$ cat src/rtl/life_seq_ctrl.sv
// ---------------------------------------------------------------------------
// life_seq_ctrl
// Sequencer for a Game-of-Life PE array. One run clears the array, raster-
// loads a seed from a valid/ready stream, issues up to `gens` generation
// steps (stopping early if the board dies out), then streams the board out
// on a valid/ready stream.
//
// Ports
//   clk, reset                 clock, async active-high reset
//   start, gens                run request (IDLE only) and generation count
//   load_valid/ready/data      seed input stream, raster order (x fastest)
//   out_valid/ready/data/last  result output stream, same raster order
//   busy, done, gens_run       run status; done pulses once per run
//   cmd, state_in              registered array command and write data
//   adr_x_i, adr_y_i           registered array write address
//   adr_x_o, adr_y_o           registered array read address
//   array_state_out            addressed cell (combinational from adr_*_o)
//   array_active               high while any cell is alive
// ---------------------------------------------------------------------------
module life_seq_ctrl #(
    parameter int unsigned N_PX     = 16,
    parameter int unsigned N_PY     = 16,
    parameter int unsigned X_BITS   = 4,
    parameter int unsigned Y_BITS   = 4,
    parameter int unsigned CMD_BITS = 2,
    parameter logic [CMD_BITS-1:0] CMD_NOP   = CMD_BITS'(0),
    parameter logic [CMD_BITS-1:0] CMD_LOAD  = CMD_BITS'(1),
    parameter logic [CMD_BITS-1:0] CMD_STEP  = CMD_BITS'(2),
    parameter logic [CMD_BITS-1:0] CMD_CLEAR = CMD_BITS'(3),
    parameter int unsigned GEN_BITS = 16
) (
    input  logic                clk,
    input  logic                reset,
    input  logic                start,
    input  logic [GEN_BITS-1:0] gens,
    input  logic                load_valid,
    output logic                load_ready,
    input  logic                load_data,
    output logic                out_valid,
    input  logic                out_ready,
    output logic                out_data,
    output logic                out_last,
    output logic                busy,
    output logic                done,
    output logic [GEN_BITS-1:0] gens_run,
    output logic [CMD_BITS-1:0] cmd,
    output logic                state_in,
    output logic [X_BITS-1:0]   adr_x_i,
    output logic [Y_BITS-1:0]   adr_y_i,
    output logic [X_BITS-1:0]   adr_x_o,
    output logic [Y_BITS-1:0]   adr_y_o,
    input  logic                array_state_out,
    input  logic                array_active
);

    localparam logic [X_BITS-1:0]   X_LAST  = X_BITS'(N_PX - 1);
    localparam logic [Y_BITS-1:0]   Y_LAST  = Y_BITS'(N_PY - 1);
    localparam logic [GEN_BITS-1:0] GEN_MAX = '1;
    // A 1x1 board has its first read address equal to its last one.
    localparam logic SINGLE_CELL = (X_LAST == '0) && (Y_LAST == '0);

    typedef enum logic [2:0] {
        S_IDLE,
        S_CLEAR,
        S_LOAD,
        S_STEP,
        S_WAIT,
        S_READ,
        S_FIN
    } state_t;

    state_t              state_q, state_d;
    logic [CMD_BITS-1:0] cmd_q, cmd_d;
    logic                state_in_q, state_in_d;
    logic [X_BITS-1:0]   adr_xi_q, adr_xi_d;
    logic [Y_BITS-1:0]   adr_yi_q, adr_yi_d;
    logic [X_BITS-1:0]   adr_xo_q, adr_xo_d;
    logic [Y_BITS-1:0]   adr_yo_q, adr_yo_d;
    logic [X_BITS-1:0]   ld_x_q, ld_x_d;
    logic [Y_BITS-1:0]   ld_y_q, ld_y_d;
    logic                load_ready_q, load_ready_d;
    logic                out_valid_q, out_valid_d;
    logic                out_last_q, out_last_d;
    logic                busy_q, busy_d;
    logic                done_q, done_d;
    logic [GEN_BITS-1:0] gens_q, gens_d;
    logic [GEN_BITS-1:0] gens_run_q, gens_run_d;

    // Next-state and next-output logic; cmd and done default to idle values
    // so every command is a single-cycle event.
    always_comb begin
        state_d      = state_q;
        cmd_d        = CMD_NOP;
        state_in_d   = state_in_q;
        adr_xi_d     = adr_xi_q;
        adr_yi_d     = adr_yi_q;
        adr_xo_d     = adr_xo_q;
        adr_yo_d     = adr_yo_q;
        ld_x_d       = ld_x_q;
        ld_y_d       = ld_y_q;
        load_ready_d = load_ready_q;
        out_valid_d  = out_valid_q;
        out_last_d   = out_last_q;
        done_d       = 1'b0;
        gens_d       = gens_q;
        gens_run_d   = gens_run_q;

        case (state_q)
            S_IDLE: begin
                if (start) begin
                    state_d    = S_CLEAR;
                    cmd_d      = CMD_CLEAR;
                    gens_d     = gens;
                    gens_run_d = '0;
                    ld_x_d     = '0;
                    ld_y_d     = '0;
                    adr_xo_d   = '0;
                    adr_yo_d   = '0;
                end
            end

            S_CLEAR: begin
                state_d      = S_LOAD;
                load_ready_d = 1'b1;
            end

            S_LOAD: begin
                if (load_valid && load_ready_q) begin
                    cmd_d      = CMD_LOAD;
                    state_in_d = load_data;
                    adr_xi_d   = ld_x_q;
                    adr_yi_d   = ld_y_q;
                    if (ld_x_q == X_LAST) begin
                        ld_x_d = '0;
                        if (ld_y_q == Y_LAST) begin
                            // Last seed beat: stop accepting on the same edge.
                            ld_y_d       = '0;
                            load_ready_d = 1'b0;
                            state_d      = S_STEP;
                        end else begin
                            ld_y_d = ld_y_q + Y_BITS'(1);
                        end
                    end else begin
                        ld_x_d = ld_x_q + X_BITS'(1);
                    end
                end
            end

            S_STEP: begin
                if ((gens_run_q == gens_q) || !array_active) begin
                    state_d     = S_READ;
                    out_valid_d = 1'b1;
                    adr_xo_d    = '0;
                    adr_yo_d    = '0;
                    out_last_d  = SINGLE_CELL;
                end else begin
                    state_d = S_WAIT;
                    cmd_d   = CMD_STEP;
                    if (gens_run_q != GEN_MAX) begin
                        gens_run_d = gens_run_q + GEN_BITS'(1);
                    end
                end
            end

            // One idle cycle lets the PEs settle before array_active is used.
            S_WAIT: begin
                state_d = S_STEP;
            end

            S_READ: begin
                if (out_ready) begin
                    if (out_last_q) begin
                        state_d     = S_FIN;
                        out_valid_d = 1'b0;
                        out_last_d  = 1'b0;
                        done_d      = 1'b1;
                    end else begin
                        if (adr_xo_q == X_LAST) begin
                            adr_xo_d = '0;
                            adr_yo_d = adr_yo_q + Y_BITS'(1);
                        end else begin
                            adr_xo_d = adr_xo_q + X_BITS'(1);
                        end
                        out_last_d = (adr_xo_d == X_LAST) && (adr_yo_d == Y_LAST);
                    end
                end
            end

            S_FIN: begin
                state_d = S_IDLE;
            end

            default: begin
                state_d = S_IDLE;
            end
        endcase

        busy_d = (state_d != S_IDLE);
    end

    // State and output registers.
    always_ff @(posedge clk or posedge reset) begin
        if (reset) begin
            state_q      <= S_IDLE;
            cmd_q        <= CMD_NOP;
            state_in_q   <= 1'b0;
            adr_xi_q     <= '0;
            adr_yi_q     <= '0;
            adr_xo_q     <= '0;
            adr_yo_q     <= '0;
            ld_x_q       <= '0;
            ld_y_q       <= '0;
            load_ready_q <= 1'b0;
            out_valid_q  <= 1'b0;
            out_last_q   <= 1'b0;
            busy_q       <= 1'b0;
            done_q       <= 1'b0;
            gens_q       <= '0;
            gens_run_q   <= '0;
        end else begin
            state_q      <= state_d;
            cmd_q        <= cmd_d;
            state_in_q   <= state_in_d;
            adr_xi_q     <= adr_xi_d;
            adr_yi_q     <= adr_yi_d;
            adr_xo_q     <= adr_xo_d;
            adr_yo_q     <= adr_yo_d;
            ld_x_q       <= ld_x_d;
            ld_y_q       <= ld_y_d;
            load_ready_q <= load_ready_d;
            out_valid_q  <= out_valid_d;
            out_last_q   <= out_last_d;
            busy_q       <= busy_d;
            done_q       <= done_d;
            gens_q       <= gens_d;
            gens_run_q   <= gens_run_d;
        end
    end

    assign cmd        = cmd_q;
    assign state_in   = state_in_q;
    assign adr_x_i    = adr_xi_q;
    assign adr_y_i    = adr_yi_q;
    assign adr_x_o    = adr_xo_q;
    assign adr_y_o    = adr_yo_q;
    assign load_ready = load_ready_q;
    assign out_valid  = out_valid_q;
    assign out_last   = out_last_q;
    assign busy       = busy_q;
    assign done       = done_q;
    assign gens_run   = gens_run_q;
    // Read data comes straight from the array at the registered read address.
    assign out_data   = array_state_out;

endmodule

$ cat config.mk
export PLATFORM = sky130hd
export DESIGN_NAME = life_seq_ctrl
export DESIGN_NICKNAME = d
export VERILOG_FILES = /design/src/rtl/life_seq_ctrl.sv
export SDC_FILE = /design/constraint.sdc
export NUM_CORES = 1
export LEC_CHECK = 0
export ABC_CLOCK_PERIOD_IN_PS = 2640
export BUFFER_PORTS_ARGS = -buffer_cell sky130_fd_sc_hd__buf_2
export CAP_MARGIN = 15
export CORE_MARGIN = 2
export CORE_UTILIZATION = 35
export CTS_CLUSTER_DIAMETER = 50
export CTS_CLUSTER_SIZE = 30
export DETAILED_ROUTE_END_ITERATION = 10
export MAX_ROUTING_LAYER = met4
export PLACE_DENSITY = 0.66
export SLEW_MARGIN = 20
export SYNTH_ARGS = -nofsm -noshare
export SYNTH_HDL_FRONTEND = slang
export SYNTH_SLANG_ARGS = --single-unit
$ cat constraint.sdc
create_clock -name clk -period 2.64 [get_ports clk]
set_input_delay 0.264 -clock clk [delete_from_list [all_inputs] [get_ports clk]]
set_output_delay 0.264 -clock clk [all_outputs]
set_load 0.005 [all_outputs]
-- Word-level counts from Yosys, hierarchy flattened
Cells that the tools add are included.
- bits in registers: 67
- input bits: 24
- output and inout bits: 41
- word-level logic and storage cells: 117
- $add $sub $neg: 5
- equality and inequality tests: 22
- mux-type cells: 54
- reductions and logical operators: 20
- operators with widths (kind ; number):
    2-to-1 mux 4 bit ; 19
    2-to-1 mux 16 bit ; 3
    one-hot mux 16 bit (2 select lines) ; 1
    one-hot mux 4 bit (3 select lines) ; 2
    equality test 4 bit, second input constant ; 5
    inequality test 2 bit, second input constant ; 10
    2-to-1 mux 3 bit ; 6
    one-hot mux 3 bit (6 select lines) ; 1
    adder 16 x 1 -> 16 bit, second input constant ; 1
    adder 4 x 1 -> 4 bit, second input constant ; 4
    equality test 16 bit ; 1
    inequality test 16 bit, second input constant ; 1
    one-hot mux 4 bit (2 select lines) ; 2
    AND reduction 4 bit ; 4
    2-to-1 mux 1 bit ; 14
    nonzero test 2 bit ; 4
    equality test 3 x 2 -> 1 bit, second input constant ; 2
    equality test 3 bit, second input constant ; 2
    one-hot mux 1 bit (2 select lines) ; 3
    one-hot mux 2 bit (3 select lines) ; 1
    AND reduction 3 bit ; 2
    nonzero test 3 bit ; 2
    AND reduction 5 bit ; 1
    2-to-1 mux 2 bit ; 2
    6 further kinds ; 8

-- Logic depth before layout (Yosys ltp)
- depth after elaboration: 10
- mapped depth: 8
- mapped depth without buffers: 6

-- Worst setup path before layout
No wires, ideal clock.
- path kind: reg2reg
- start: register gens_run_q[8], in the netlist gens_run[8]
- end: register gens_run_q[2], in the netlist gens_run[2]
- library setup time: 131 ps
- arrival time: 1729 ps
- data required time: 2509 ps
- path slack: 780 ps
- stages on the path, launching flop included: 9
- path buffers: 3
- clock period less this slack: 1860 ps
- cells stage by stage: dfrtp_1 buf_2 xnor2_1 nand4_1 o41ai_1 buf_2 buf_2 a211oi_1 mux2i_1
- longest elaborated chain between the ends: 4
- elaborated cells between the ends (all ways): 6
- classes of those cells: eq/ne: 4; reduce/logical: 2
- RTL lines (item ; line ; RTL):
    from (decl) ; 87 ; logic [GEN_BITS-1:0] gens_run_q, gens_run_d;
    from (signal assigned) ; 236 ; gens_run_q <= gens_run_d;
    equality test 16 bit ; 150 ; if ((gens_run_q == gens_q) || !array_active) begin
    logical OR 1 bit ; 150 ;
    inequality test 2 bit (no source line) ; - ;
    AND reduction 4 bit (no source line) (*) ; - ;
Every way passes the cells marked *; elsewhere a longest branch is shown, timed or not.
A chain may end at the register's enable or synchronous reset.

-- Worst setup path in the final report
- start: register state_q[2]
- end: register ld_y_q[2]
- longest elaborated chain between the ends: 3
- elaborated cells between the ends (all ways): 8
- classes of those cells: eq/ne: 4; mux: 1; reduce/logical: 3
- RTL lines (item ; line ; RTL):
    from (decl) ; 72 ; state_t state_q, state_d;
    from (signal assigned) ; 221 ; state_q <= state_d;
    equality test 3 x 2 -> 1 bit / zero test 3 bit (equally long branches) ; 108 ; case (state_q)
    inequality test 2 bit (no source line) / nonzero test 2 bit (equally long branches) ; - ;
    AND reduction 4 bit (no source line) ; - ;
    to (signal assigned) ; 229 ; ld_y_q <= ld_y_d;
    to (decl) ; 80 ; logic [Y_BITS-1:0] ld_y_q, ld_y_d;
Several ways; a longest one is shown, not always the timed one.

==> metrics <==
synth warn=0; routed length on met2=3900 um; simple-gate share of the synthesized area=21.4%; root buf cell=clkbuf_8; Internal Power=2060 uW; ranking of synthesized cells by area=dfrtp_1, nand2_1, xnor2_1; DP HPWL=5730 um; Logic pwr share=31.9%; num ports=65; Peak VDD IR=0.000307 V; Critical Path Start Type=register; Tcrit/Tclk final=82.5%; critical path required time=2840 ps; post-DR wirelength/cell=between 10 and 15 um; Seq/Total Area, Yosys=roughly 48%; syn_area_per_cell=9.49 sq um; top sig layer=met4; layout cells sized above 1=22.9%; worst hold slack=120 ps; P&R area growth vs syn=17.2%; async set-reset flop share out of synthesis=100%; Site Rows=36; commonest non-fill, non-tap cell in the layout=nand2_1; Routed met3 length=300 um; top-area cell type share of the netlist area=47.8%; Pins Over Slew Limit=0; Sw Ratio=37.1%; GPL Wtd Cong=~0.89; Cells after Synth=370; R2R Setup Slk=460 ps; Synth Area in XOR/XNOR=4.99%; die width=104 um; Post-CTS Hold Buffers=0; hold path depth=3; via count=around 2900; setup_tns=0 ps; Syn Nets=400; LEAKAGE=0.00196 uW; DRC=0; switching power=1220 uW; Worst-Skew Late Latency=330 ps; worst hold endpoint=gens_q[3]$_DFFE_PP0P_; largest net degree at the start of global routing=68; crit-path max FO=20; antenna violations before repair=0; crit path time final=2180 ps; Slew HR=42.6%; nets=459; TritonRoute pass-1 iters=4; Reg power frac=44.5%; final setup vio count=0; RSZ-0062 raised after global routing=false; vias in the first global route=between 2000 and 3000; CTS tree=built; compound-cell area share of the yosys netlist=12.3%; Fmax=0.459 GHz; WS Path Type=register to register; worst hold path type=input port to register; via/cell ratio=5.09; CP endpoint kind=register; CTS sink cnt=67; final WL=8210 um; largest family of logic cells by synthesized area=simple AND/OR/NAND/NOR gates; Initial Util=35.9%; Core Area=~9800 sq um; die footprint=10800 sq um; Synth Cell Area=3510 sq um; FF-to-FF Start=state_q[2]$_DFF_PP0_; Tot GR Track Use=16.1%; register bit count reported by yosys=67; initial DRC count=157; hold path startpoint=gens[3]; crit path DAT=2380 ps; cell taking the most area after synthesis=dfrtp_1; final antenna-violating net count=0; first-pass GRT wire length=about 14000 um; Fin. Hold Viols=0; Port-buffer cells=62; pwr dens=797 nW/um^2; diode count=0; Post-Synth Adder-Cell Area=2.14%; Clock Path Buffers=2; max cap viols=0; fillcell total=between 900 and 1000; Post-synth top flop=dfrtp_1; Synth cell types=48; TritonCTS Buffers=9; GRT overflow=0; H-tree depth=3; Post-CTS Resized=0; Met1 Wirelength=3950 um; status=completed; worst reg2reg path depth=6; mux share of post-synthesis cell area=about 7.5%; postcts setup bufs=0; chip height=104 um; commonest cells after routing, fill and taps aside=nand2_1, dfrtp_1, buf_2; power share of the clock group=between 20% and 30%; worst-margin pin slew=roughly 860 ps; clock-pin slew on the worst setup and hold paths=70 ps; Tot Pwr=3280 uW; R2R Path End=ld_y_q[2]$_DFFE_PP0P_; EDFF count, synth=0; skew final=8.93 ps
[Yosys cell counts, types with 3 or more instances]
cell type / n
o21ai_0: 18
clkbuf_1: 7
ha_1: 6
nand4_1: 11
xnor2_1: 18
nand2b_1: 17
nand2_1: 83
a21o_1: 4
a31oi_1: 7
nand3_1: 16
nor2b_1: 3
mux2i_1: 14
nor3_1: 3
mux2_2: 11
a21oi_1: 6
nor2_1: 11
buf_2: 7
a211oi_1: 13
inv_1: 9
dfrtp_1: 67
buf_4: 3
[sequential cells by signal, summed over array words and instances (netlist names)]
signal	flops
cmd	2
state_in	1
load_ready	1
out_last	1
ld_x_q	4
adr_x_i	4
adr_y_i	4
gens_run	16
gens_q	16
done	1
adr_x_o	4
state_q	3
out_valid	1
busy	1
adr_y_o	4
ld_y_q	4
[worst max-delay path, cell delays in order, from the launching register on]
cell and delay [ps]:
dfrtp_1 510, nor3b_1 450, and2_1 260, buf_4 280
a41oi_1 150, o21ai_0 260, o21ai_0 130
[how the worst max path moves through the flow]
stage,startpoint,to,depth (start not counted)
after floorplan,reset,adr_x_i[0]$_DFFE_PP0P_,1
after global placement,state_q[2]$_DFF_PP0_,ld_x_q[0]$_DFFE_PP0P_,5
after detailed placement,state_q[2]$_DFF_PP0_,ld_x_q[0]$_DFFE_PP0P_,5
after CTS,state_q[2]$_DFF_PP0_,ld_x_q[0]$_DFFE_PP0P_,5
after global routing,state_q[2]$_DFF_PP0_,ld_y_q[2]$_DFFE_PP0P_,6
final,state_q[2]$_DFF_PP0_,ld_y_q[2]$_DFFE_PP0P_,6
[per-stage QoR]
| step | worst slack (ps) | instances | instance area (sq um) | util (%) |
|---|---|---|---|---|
| floorplan | 693 | 370 | 3510 | - |
| global placement | 488 | 551 | 3940 | 40.3 |
| detailed placement | 496 | 551 | 3940 | 40.3 |
| CTS | 461 | 566 | 4110 | 42.1 |
| global route | 135 | 566 | 4110 | 42.1 |
| finish | 461 | 566 | 4110 | 42.1 |
[logic make-up (layout without fill, tap and decap cells)]
family / count (synthesis) / in the layout
AOI/OAI and AO/OA: 64 / 64
xor gates and xnor gates: 20 / 20
adders and majority gates: 6 / 6
and+or+nand+nor: 159 / 159
buffers and inverters: 29 / 92
DFF: 67 / 67
muxes: 25 / 25
[final cells by class]
class	instances	area (sq um)	share of cell area, %
clock buffers	11	151	3.68
clock inverters	4	26.3	0.639
inverters	9	33.8	0.821
multi-input cells	274	1700	41.4
flip-flops and latches	67	1680	40.8
well taps	133	166	4.05
repair buffers	68	355	8.64
[power groups by stage]
stage / Combinational, uW / Clock [uW] / Sequential [uW]
5_1_grt: 1190 / 844 / 1490
3_3_place_gp: 1030 / 0 / 1470
4_1_cts: 1060 / 796 / 1460
2_1_floorplan: 835 / 0 / 1400
3_5_place_dp: 1050 / 0 / 1480
6_report: 1050 / 776 / 1460
[metal layers]
layer,vias to the layer above,global-route usage (%)
li1,1403,-
met1,1407,21.1
met2,61,25.8
met3,8,3.57
met4,0,2.90
met5,-,-
(Power assumes the default switching activity.)
